<file path="src/rtl/up_down_counter_param.sv">
// Parametrised up/down counter: programmable modulus, enable, clamped parallel load,
// wrap/saturate overflow, terminal count and wrap pulse. Optional wrap event counter: UDC_WRAP_COUNT_EN.
module up_down_counter_param #(
  parameter int unsigned      WIDTH   = 4,
  parameter longint unsigned  MAX_VAL = (64'd1 << WIDTH) - 64'd1
) (
  input  logic             clk,
  input  logic             reset,
  input  logic             en,
  input  logic             M,
  input  logic             load,
  input  logic [WIDTH-1:0] d,
  input  logic             sat,
  output logic [WIDTH-1:0] q,
  output logic             tc,
  output logic             wrap,
  output logic [7:0]       wrap_cnt
);

  localparam logic [WIDTH:0] MAX_EXT = (WIDTH+1)'(MAX_VAL);

  logic [WIDTH-1:0] q_r;
  logic [WIDTH-1:0] q_next;
  logic             wrap_r;
  logic             wrap_next;
  logic [WIDTH:0]   q_ext;
  logic [WIDTH:0]   d_ext;
  logic [WIDTH:0]   q_inc;
  logic [WIDTH:0]   q_dec;

  assign q_ext = {1'b0, q_r};
  assign d_ext = {1'b0, d};
  assign q_inc = q_ext + 1'b1;
  assign q_dec = q_ext - 1'b1;

  always_comb begin
    q_next    = q_r;
    wrap_next = 1'b0;
    if (load) begin
      q_next = (d_ext > MAX_EXT) ? MAX_EXT[WIDTH-1:0] : d;
    end else if (en) begin
      if (M) begin
        if (q_ext < MAX_EXT) begin
          q_next = q_inc[WIDTH-1:0];
        end else if (!sat) begin
          q_next    = '0;
          wrap_next = 1'b1;
        end
      end else begin
        if (q_ext != '0) begin
          q_next = q_dec[WIDTH-1:0];
        end else if (!sat) begin
          q_next    = MAX_EXT[WIDTH-1:0];
          wrap_next = 1'b1;
        end
      end
    end
  end

  always_ff @(posedge clk) begin
    if (reset) begin
      q_r    <= '0;
      wrap_r <= 1'b0;
    end else begin
      q_r    <= q_next;
      wrap_r <= wrap_next;
    end
  end

  assign q    = q_r;
  assign wrap = wrap_r;
  assign tc   = (M && (q_ext == MAX_EXT)) || (!M && (q_ext == '0));

`ifdef UDC_WRAP_COUNT_EN
  logic [7:0] wcnt_r;

  // Counts on the same edge that sets wrap, so wrap_cnt stays aligned with the pulse.
  always_ff @(posedge clk) begin
    if (reset) begin
      wcnt_r <= '0;
    end else if (wrap_next && (wcnt_r != 8'hFF)) begin
      wcnt_r <= wcnt_r + 8'd1;
    end
  end

  assign wrap_cnt = wcnt_r;
`else
  assign wrap_cnt = '0;
`endif

endmodule

</file>
<file path="config.mk">
export PLATFORM = sky130hd
export DESIGN_NAME = up_down_counter_param
export DESIGN_NICKNAME = d
export VERILOG_FILES = /design/src/rtl/up_down_counter_param.sv
export SDC_FILE = /design/constraint.sdc
export NUM_CORES = 1
export LEC_CHECK = 0
export ABC_AREA = 1
export CORE_MARGIN = 4
export CORE_UTILIZATION = 39
export DETAILED_ROUTE_END_ITERATION = 16
export PLACE_DENSITY = 0.76
export SKIP_CTS_REPAIR_TIMING = 1
export SYNTH_ARGS = -nofsm -noshare
export SYNTH_HDL_FRONTEND = slang
export SYNTH_SLANG_ARGS = --single-unit
</file>
<file path="constraint.sdc">
create_clock -name clk -period 2 [get_ports clk]
set_clock_uncertainty 0.15 [all_clocks]
set_input_delay 0.4 -clock clk [delete_from_list [all_inputs] [get_ports clk]]
set_output_delay 0.4 -clock clk [all_outputs]
set_load 0.05 [all_outputs]
</file>
==> results.cfg <==
[worst_setup_path]
cp.arrival_ns = 1.44
required_ns = 1.45
reg2reg_from = q[1]
r2r_slack_ns = 0.46
setup.worst_path.start = M
ff2ff_path_depth = 9
crit_fanout = 4
timing.rr.end = q[2]
worstSetupEndpointType = output port
crit_end = tc
start_kind = primary input
critical_path_class = primary input to output port

[detailed_routing]
wire_per_inst_um = 11.00
ant_nets = 0
routed_wl_um = 1342
via_per_inst = 4.934
drcViolationCount = 0
dr.pass1.iters = 4
vias = 602
drt_iter0_drc = 15

[synth]
synthTopCellsByArea = nand2_1 (21%), dfxtp_1 (20%), buf_4 (13%), inv_1 (7.3%), nand3_1 (6.8%)
synth_edf_count = 0
synth.most_common_cell = nand2_1
synth_area_per_cell_um2 = 5.882
synth_cell_type_count = 19
postSynthCellCount = 87
synth_commonest_cells = nand2_1 (28), inv_1 (10), buf_4 (9)
synth_top_area_share = 0.2054
yosysSeqAreaShare = 0.1956
netlist_area_um2 = 511.7
yosys.area.top_type = nand2_1
yosys_most_used_dff = dfxtp_1
ys_warn_count = 0
ys_ff_latch = 5
async_flop_share = 0

[timing]
worst_slack_ns = 0.01441
rsz0062_at_grt = no
timing.fmax_mhz = 503.6
whs_ns = 0.4013
min_period_over_period = 0.9928
final_hold_viol_count = 0
drv_slew = 0
setup-violations-final = 0
final.min_clock_period_ns = 1.986

[cells_and_area]
multiInputGateArea_um2 = 360.3
fillerInstances = 110
seqCellArea_um2 = 103.9
post-route-util = 0.6229
area_growth_syn_to_layout_pct = 42.54
diodes = 0
drive_gt1_frac = 0.2407
nets = 121
stdcell_count = 122

[grt]
grt_pass1_wl_um = 2111
grt.overflow.total = 0
antenna_found_initial = 0
grt_max_degree = 9
grt_usage = 0.1434
grt_pass1_vias = 526

[clocking]
root_buffer = clkbuf_4
cts_buffer_depth = 2
clkLatencyLatePin_ns = 0.25
cts_tree = done
htree_levels = 1
cts_sinks = 5
clk_pin_slew_ns = 0.05
cts_inserted_buffers = 3

[floorplanning]
dieArea_mm2 = 0.001956
core_area_mm2 = 0.001171
ios = 24
num_rows = 12
start_util = 0.4370
die_x_um = 44.23
die_height_um = 44.23

[power]
p_total_uw = 458.3
p_leak_nw = 0.3792
ir_drop_uv = 389.9
power_density_mw_per_mm2 = 628.3

[place]
port_buffers = 15
place_worst_setup_slack_ns = 0.03426
place.gp.congestion = 0.7984
dpl.cell_count = 118
dpl.hpwl_um = 1057

[status]
status = completed

[job]
cap_violations = 0

[min_path]
hold_path_class = register to register
hold_depth = 2
[through the flow]
stage	setup TNS (ns)	cell area [µm²]
floorplan	0	550.5
global placement	0	678.2
detailed placement	0	678.2
CTS	-0.07783	704.4
global route	0	729.5
finish	0	729.5
[state kept, by name (all words and copies together), names as in the netlist]
name / cells
wrap: 1
q: 4
[routing by layer]
layer | up-vias | GRT usage | share of wire
met1 | 272 | 0.1494 | 0.39
met3 | 0 | 0.05285 | 0.093
met5 | - | 0 | 0
met4 | 0 | 0.04819 | 0
li1 | 303 | - | -
met2 | 27 | 0.2616 | 0.52
[final cells by class]
cell class	count	share of cell area
repair buffers	19	0.2436
well taps	14	0.02401
clock buffers	4	0.03602
multi-input cells	69	0.4940
flip-flops and latches	5	0.1424
inverters	11	0.06003
[worst max-delay path: stages]
cell and delay (ns):
clkdlybuf4s50_1 0.53, nand2_1 0.15, o21ai_4 0.19, buf_12 0.16
[worst min-delay path by stage]
stage,to,startpoint
global route,q[0],q[0]
global placement,q[0],q[0]
finish,q[0],q[0]
detailed placement,q[0],q[0]
floorplan,q[0],reset
CTS,q[0],q[0]
[logic make-up (layout without fill, tap and decap cells)]
group / after synthesis / after routing / share of synthesized area
flip-flops: 5 / 5 / 0.1956
AO/OA/AOI/OAI: 9 / 9 / 0.08801
other: 1 / 8 / 0.007328
buffers and inverters: 20 / 34 / 0.2127
AND/OR/NAND/NOR: 50 / 50 / 0.4475
adder cells (fa/ha/maj): 2 / 2 / 0.04889
[power by group]
| part | internal (mW) | total, mW | switching (mW) |
|---|---|---|---|
| logic | 0.0762 | 0.215 | 0.139 |
| registers | 0.108 | 0.122 | 0.0135 |
| clock network | 0.0757 | 0.121 | 0.0457 |
[placed cells by master (no fill, tap or decap)]
master / Yosys / final
dfxtp_1: 5 / 4
nand4_1: 1 / 1
clkdlybuf4s50_1: 0 / 9
nand3_1: 7 / 6
nand4_2: 1 / 1
a21oi_1: 6 / 6
nor3_1: 1 / 1
o21ai_1: 2 / 1
nor2_2: 1 / 2
and3_1: 1 / 1
buf_4: 9 / 9
or2_2: 1 / 1
nand2_1: 28 / 28
inv_1: 10 / 8
clkbuf_4: 0 / 3
clkbuf_1: 0 / 1
ha_4: 0 / 1
o21ai_0: 1 / 1
conb_1: 1 / 8
nand3_2: 2 / 3
nor2_1: 7 / 6
buf_12: 0 / 1
inv_4: 0 / 1
dfxtp_4: 0 / 1
o21ai_4: 0 / 1
ha_1: 2 / 1
inv_2: 1 / 2
No activity file was read; power rests on OpenSTA's default activity.
